--- config.mk ---
export PLATFORM = sky130hd
export DESIGN_NAME = fp_unpack_flat
export DESIGN_NICKNAME = d
export VERILOG_FILES = /design/src/rtl/fp_unpack_pkg.sv /design/src/rtl/fp_unpack_if.sv /design/src/rtl/fp_classify.sv /design/src/rtl/fp_unpack.sv /design/src/flat_wrapper.sv
export SDC_FILE = /design/constraint.sdc
export NUM_CORES = 1
export LEC_CHECK = 0
export CORE_MARGIN = 2
export CORE_UTILIZATION = 50
export CTS_CLUSTER_DIAMETER = 30
export DETAILED_ROUTE_END_ITERATION = 10
export PLACE_DENSITY = 0.95
export SYNTH_ARGS = -nofsm -noshare
export SYNTH_HDL_FRONTEND = slang
export SYNTH_SLANG_ARGS = --single-unit
--- constraint.sdc ---
create_clock -name clk -period 4.24 [get_ports clk]
set_input_delay 0.636 -clock clk [delete_from_list [all_inputs] [get_ports clk]]
set_output_delay 0.636 -clock clk [all_outputs]
set_load 0.02 [all_outputs]
--- src/rtl/fp_unpack_pkg.sv ---
// Shared constants and types for the fp_unpack operand front end.
// Field widths, exponent limits, one-hot class bit indices and FSM encodings.
package fp_unpack_pkg;

  localparam int NEXP = 8;
  localparam int NSIG = 23;
  localparam int NW   = NEXP + NSIG + 1;
  localparam int EW   = NEXP + 2;

  localparam int BIAS = 2 ** (NEXP - 1) - 1;
  localparam int EMIN = 1 - BIAS;
  localparam int EMAX = BIAS;

  // Exponent constants at the width of the exp register.
  localparam logic signed [EW-1:0] EXP_SPECIAL = EW'(EMAX + 1);
  localparam logic signed [EW-1:0] EXP_MIN     = EW'(EMIN);
  localparam logic signed [EW-1:0] EXP_BIAS    = EW'(BIAS);
  localparam logic signed [EW-1:0] EXP_ONE     = EW'(1);

  // One-hot fclass bit positions: {sNaN,qNaN,inf,normal,subnormal,zero}.
  localparam int CLS_ZERO   = 0;
  localparam int CLS_SUB    = 1;
  localparam int CLS_NORMAL = 2;
  localparam int CLS_INF    = 3;
  localparam int CLS_QNAN   = 4;
  localparam int CLS_SNAN   = 5;
  localparam int NCLS       = 6;

  typedef enum logic [1:0] {
    S_IDLE = 2'd0,
    S_NORM = 2'd1,
    S_DONE = 2'd2
  } state_t;

endpackage

--- src/rtl/fp_unpack_if.sv ---
// Operand-in / decoded-result-out handshake bundle for fp_unpack.
// master = producer of operands and consumer of results; slave = fp_unpack.
interface fp_unpack_if;
  import fp_unpack_pkg::*;

  logic                 in_valid;
  logic                 in_ready;
  logic [NW-1:0]        in_bits;
  logic                 out_valid;
  logic                 out_ready;
  logic                 neg;
  logic signed [EW-1:0] exp;
  logic [NSIG:0]        sig;
  logic [NCLS-1:0]      fclass;

  modport master (
    output in_valid, in_bits, out_ready,
    input  in_ready, out_valid, neg, exp, sig, fclass
  );

  modport slave (
    input  in_valid, in_bits, out_ready,
    output in_ready, out_valid, neg, exp, sig, fclass
  );

endinterface

--- src/rtl/fp_classify.sv ---
// Combinational IEEE-754 classifier: {exponent field, fraction} -> one-hot class.
// With FP_UNPACK_DAZ_EN defined, subnormal encodings are reported as zero.
module fp_classify
  import fp_unpack_pkg::*;
(
  input  logic [NEXP-1:0] e,
  input  logic [NSIG-1:0] f,
  output logic [NCLS-1:0] cls
);

  logic e_max;
  logic e_zero;
  logic f_zero;

  assign e_max  = &e;
  assign e_zero = ~|e;
  assign f_zero = ~|f;

  // Exactly one class bit is set for every encoding.
  always_comb begin
    cls = '0;
    if (e_max) begin
      if (f_zero)        cls[CLS_INF]  = 1'b1;
      else if (f[NSIG-1]) cls[CLS_QNAN] = 1'b1;
      else               cls[CLS_SNAN] = 1'b1;
    end else if (e_zero) begin
`ifdef FP_UNPACK_DAZ_EN
      cls[CLS_ZERO] = 1'b1;
`else
      if (f_zero) cls[CLS_ZERO] = 1'b1;
      else        cls[CLS_SUB]  = 1'b1;
`endif
    end else begin
      cls[CLS_NORMAL] = 1'b1;
    end
  end

endmodule

--- src/rtl/fp_unpack.sv ---
// fp_unpack: decodes one IEEE-754 operand into sign, unbiased exponent and
// explicit-leading-one significand, plus a one-hot class.
// Subnormals are normalized one bit per clock in NORM.
// Macro FP_UNPACK_DAZ_EN: subnormals are flushed to zero and NORM is removed.
//
// state  | meaning
// IDLE   | waiting for an operand, in_ready=1
// NORM   | shifting a subnormal significand left until the leading one lands
// DONE   | result presented, held until out_ready
module fp_unpack
  import fp_unpack_pkg::*;
(
  input  logic   clk,
  input  logic   rst,
  fp_unpack_if.slave bus
);

  state_t               state_q, state_d;
  logic                 neg_q, neg_d;
  logic signed [EW-1:0] exp_q, exp_d;
  logic [NSIG:0]        sig_q, sig_d;
  logic [NCLS-1:0]      cls_q, cls_d;

  logic                 in_neg;
  logic [NEXP-1:0]      in_e;
  logic [NSIG-1:0]      in_f;
  logic [NCLS-1:0]      in_cls;
  logic                 accept;

  assign {in_neg, in_e, in_f} = bus.in_bits;
  assign accept = bus.in_valid & bus.in_ready;

  fp_classify u_classify (
    .e   (in_e),
    .f   (in_f),
    .cls (in_cls)
  );

  // Next-state, decode at accept and the normalization shift.
  always_comb begin
    state_d = state_q;
    neg_d   = neg_q;
    exp_d   = exp_q;
    sig_d   = sig_q;
    cls_d   = cls_q;
    case (state_q)
      S_IDLE: begin
        if (accept) begin
          neg_d   = in_neg;
          cls_d   = in_cls;
          state_d = S_DONE;
          if (in_e == '1) begin
            // inf and NaN keep the payload behind the explicit one
            exp_d = EXP_SPECIAL;
            sig_d = {1'b1, in_f};
          end else if (in_e == '0) begin
            exp_d = EXP_MIN;
            sig_d = '0;
`ifndef FP_UNPACK_DAZ_EN
            if (in_f != '0) begin
              sig_d   = {1'b0, in_f};
              state_d = S_NORM;
            end
`endif
          end else begin
            exp_d = $signed({2'b00, in_e}) - EXP_BIAS;
            sig_d = {1'b1, in_f};
          end
        end
      end
`ifndef FP_UNPACK_DAZ_EN
      S_NORM: begin
        sig_d = sig_q << 1;
        exp_d = exp_q - EXP_ONE;
        // the bit about to move into the leading position decides the exit
        if (sig_q[NSIG-1]) state_d = S_DONE;
      end
`endif
      S_DONE: begin
        if (bus.out_ready) state_d = S_IDLE;
      end
      default: state_d = S_IDLE;
    endcase
  end

  // State and result registers; reset aborts any operand in flight.
  always_ff @(posedge clk or posedge rst) begin
    if (rst) begin
      state_q <= S_IDLE;
      neg_q   <= 1'b0;
      exp_q   <= '0;
      sig_q   <= '0;
      cls_q   <= '0;
    end else begin
      state_q <= state_d;
      neg_q   <= neg_d;
      exp_q   <= exp_d;
      sig_q   <= sig_d;
      cls_q   <= cls_d;
    end
  end

  assign bus.in_ready  = (state_q == S_IDLE);
  assign bus.out_valid = (state_q == S_DONE);
  assign bus.neg       = neg_q;
  assign bus.exp       = exp_q;
  assign bus.sig       = sig_q;
  assign bus.fclass    = cls_q;

endmodule

--- src/flat_wrapper.sv ---
// flat-port wrapper written by rule: the top's interface ports become plain ports
module fp_unpack_flat import fp_unpack_pkg::*;
  (clk, rst, bus_in_valid, bus_in_bits, bus_out_ready, bus_in_ready, bus_out_valid, bus_neg, bus_exp, bus_sig, bus_fclass);
  fp_unpack_if bus_i ();
  input  logic clk;
  input  logic rst;
  input wire logic [$bits(bus_i.in_valid)-1:0] bus_in_valid;
  input wire logic [$bits(bus_i.in_bits)-1:0] bus_in_bits;
  input wire logic [$bits(bus_i.out_ready)-1:0] bus_out_ready;
  output wire logic [$bits(bus_i.in_ready)-1:0] bus_in_ready;
  output wire logic [$bits(bus_i.out_valid)-1:0] bus_out_valid;
  output wire logic [$bits(bus_i.neg)-1:0] bus_neg;
  output wire logic [$bits(bus_i.exp)-1:0] bus_exp;
  output wire logic [$bits(bus_i.sig)-1:0] bus_sig;
  output wire logic [$bits(bus_i.fclass)-1:0] bus_fclass;
  assign bus_i.in_valid = bus_in_valid;
  assign bus_i.in_bits = bus_in_bits;
  assign bus_i.out_ready = bus_out_ready;
  assign bus_in_ready = bus_i.in_ready;
  assign bus_out_valid = bus_i.out_valid;
  assign bus_neg = bus_i.neg;
  assign bus_exp = bus_i.exp;
  assign bus_sig = bus_i.sig;
  assign bus_fclass = bus_i.fclass;
  fp_unpack u_core (.clk(clk), .rst(rst), .bus(bus_i));
endmodule
==> flow_metrics.py <==
metrics = {
    "clocking": {
        "cts_root_buf": "clkbuf_8",
        "holdBufCountCts": 0,
        "cts_tree": "yes",
        "cts_num_sinks": 43,
        "cts_resized": 0,
        "cts_buffers": 5,
        "clockBufferDepth": 2,
        "cts_setup_buffers": 0,
        "htreeDepth": 2,
        "clkLatencyLatePin_ns": 0.29,
        "cts.clk_slew.worst_paths_ns": 0.08,
    },
    "floorplanning": {
        "die_w_um": 73.2,
        "dieArea_um2": 5350,
        "core_um2": 4660,
        "pin_count": 79,
        "fp-row-count": 25,
        "initial_utilization_pct": 51.3,
        "die_h_um": 73.2,
    },
    "worst_setup_path": {
        "crit_fanout": 29,
        "worstPathArrival_ns": 2.22,
        "required_ns": 3.60,
        "crit_type": "reg2out",
        "critical-path-max-stage-delay_ns": 0.99,
        "end_kind": "output port",
        "crit_slowest_cell": "dfrtp_1",
        "critPathLaunchType": "flop",
        "reg2reg_from": "u_core.state_q[0]",
        "crit_buf_inv": 1,
        "path_cells": "nor2b_1, clkdlybuf4s50_1",
        "path_delay_family": "flip-flops",
        "crit_start": "u_core.state_q[1]",
    },
    "logic_synthesis": {
        "ys_seq_elements": 43,
        "synthCells": 274,
        "yosys_warnings": 0,
        "ys_types": 36,
        "synthFlopType": "dfrtp_1",
        "yosysSeqAreaShare_pct": 45.0,
        "synth.avg_cell_area_um2": 8.73,
        "synth-edff-count": 0,
        "async_flop_share_pct": 100,
        "synth_area_um2": 2390,
        "syn-num-nets": 313,
    },
    "route": {
        "via_per_inst": 6.24,
        "totalWireLength_um": 6740,
        "route.antenna.remaining_nets": 0,
        "drt-initial-drc-count": 281,
        "drc": 0,
        "dr.pass1.iters": 5,
        "vias": 2495,
        "routedWlPerCell_um": 16.9,
    },
    "final_layout": {
        "syn_to_final_growth_pct": 38.9,
        "nFillCells": 338,
        "seq_area_um2": 1080,
        "multi_input_area_um2": 1220,
        "final_cell_mix": "clkdlybuf4s50_1 (78), dfrtp_1 (43), o21ai_0 (30)",
        "drive_gt1_share_pct": 4.34,
        "final_nets": 384,
        "finalNonFillerCells": 400,
        "antennaDiodeCount": 0,
        "layout_commonest_cell": "clkdlybuf4s50_1",
    },
    "timing": {
        "fmax_ghz": 0.350,
        "period_minus_slack_ns": 2.86,
        "hold_viol_final": 0,
        "setup_violations": 0,
        "worstMarginPinSlew_ns": 0.978,
        "relSlewSlack_pct": 34.8,
        "skew_ns": 0.00562,
        "rsz0062_at_grt": "false",
        "slew_viol_final": 0,
        "finalSetupTns_ns": 0,
        "fin_crit_sh_pct": 67.5,
    },
    "pwr": {
        "vdd_drop_max_uv": 277,
        "p_int_uw": 1010,
        "pwr-share-seq_pct": 40.3,
        "switching_share_pct": 35.7,
        "p_leak_uw": 0.00131,
        "p_switching_uw": 559,
        "combPwrFrac_pct": 38.9,
        "p_clk_share_pct": 20.9,
        "p_per_area_nw_per_um2": 471,
        "p_total_uw": 1560,
    },
    "global_route": {
        "grt.overflow.total": 0,
        "grt_pass1_wl_um": 11100,
        "antenna_found_initial": 0,
        "grt_usage_pct": 26.1,
        "grt_start_max_net_pins": 44,
        "grt_pass1_vias": 2286,
    },
    "hold_path": {
        "min_from": "u_core.bus.neg",
        "min_path_type": "reg2reg",
    },
    "status": {
        "status": "finished clean",
    },
    "placed_design": {
        "placed_cells": 392,
        "dp_hpwl_um": 4680,
        "numPortBuffers": 78,
        "gp_congestion": 0.961,
    },
    "job": {
        "drv_cap": 0,
    },
}
worst reg2reg max path, cell delays in order, from the launching register on:
cell and delay (ns):
dfrtp_1 0.70, o21bai_1 0.90, nor2_1 0.25, nand3_1 0.23, nor2_1 0.07, or3_1 0.36
stage by stage:
stage                     hold slack, ns  utilization, %  setup slack [ns]  area, µm²
after global placement             0.462            68.7              1.54       3200
after floorplan                    0.587               -              2.17       2390
after detailed placement           0.475            68.7              1.41       3200
final                              0.487            71.2              1.38       3320
after global routing               0.516            71.2              1.34       3320
after CTS                          0.494            71.2              1.45       3320
final timing paths:
| kind | to | slack (ns) | cells past startpoint |
|---|---|---|---|
| max in group asynchronous | u_core.bus.exp[0] | 3.08 | 3 |
| max reg2reg | u_core.bus.exp[5] | 1.61 | 5 |
| min in group asynchronous | u_core.bus.sig[17] | 0.79 | 3 |
| max | bus_out_valid | 1.38 | 2 |
| min reg2reg | u_core.bus.neg | 0.49 | 2 |
| min | u_core.bus.neg | 0.49 | 2 |
cell usage after synthesis, types with 6 or more instances:
| master | count | area share [%] |
|---|---|---|
| nor2_1 | 19 | 3.0 |
| o21ai_0 | 30 | 6.3 |
| nand2_1 | 19 | 3.0 |
| a21oi_1 | 28 | 5.9 |
| nor4_1 | 7 | 1.8 |
| inv_1 | 8 | 1.3 |
| clkbuf_1 | 16 | 2.5 |
| dfrtp_1 | 43 | 45 |
| nor2b_1 | 25 | 6.5 |
| a22oi_1 | 22 | 6.9 |
| xnor2_1 | 6 | 2.2 |
| nand3_1 | 8 | 1.7 |
power groups by stage:
| stage | Combinational (µW) | Clock, µW | Sequential, µW |
|---|---|---|---|
| floorplan | 215 | 0 | 715 |
| global route | 653 | 348 | 644 |
| detailed placement | 606 | 0 | 630 |
| global placement | 593 | 0 | 628 |
| finish | 608 | 327 | 630 |
| CTS | 609 | 329 | 626 |
flip-flops by register name, summed over array words and instances, names as in the netlist:
signal	count
u_core.bus.exp	10
u_core.state_q	2
u_core.bus.neg	1
u_core.bus.sig	24
u_core.bus.fclass	6
routing by layer:
layer	vias to the layer above	share of wire (%)	wire length [µm]	track usage [%]
met2	131	49	3280	41.9
met3	11	8.4	564	5.11
met4	0	0.96	65	5.97
met5	-	0	0	0
li1	1144	-	-	-
met1	1209	42	2830	36.7
area by class of cell:
class / instances / share of cell area (%)
multi-input combinational: 205 / 36.7
sequential: 43 / 32.4
timing repair buffer: 82 / 24.4
clock buffer: 6 / 2.49
tap: 54 / 2.03
clock inverter: 2 / 1.06
inverter: 8 / 0.904
cells by family after synthesis:
family	after synthesis	share of synthesized area (%)
compound gates	100	25.8
flops	43	45.0
mux	1	0.419
xor+xnor	7	2.56
buf+inv	26	4.13
fa+ha+maj	3	1.57
simple gates	94	20.5
Power figures use the tool's default switching activity.
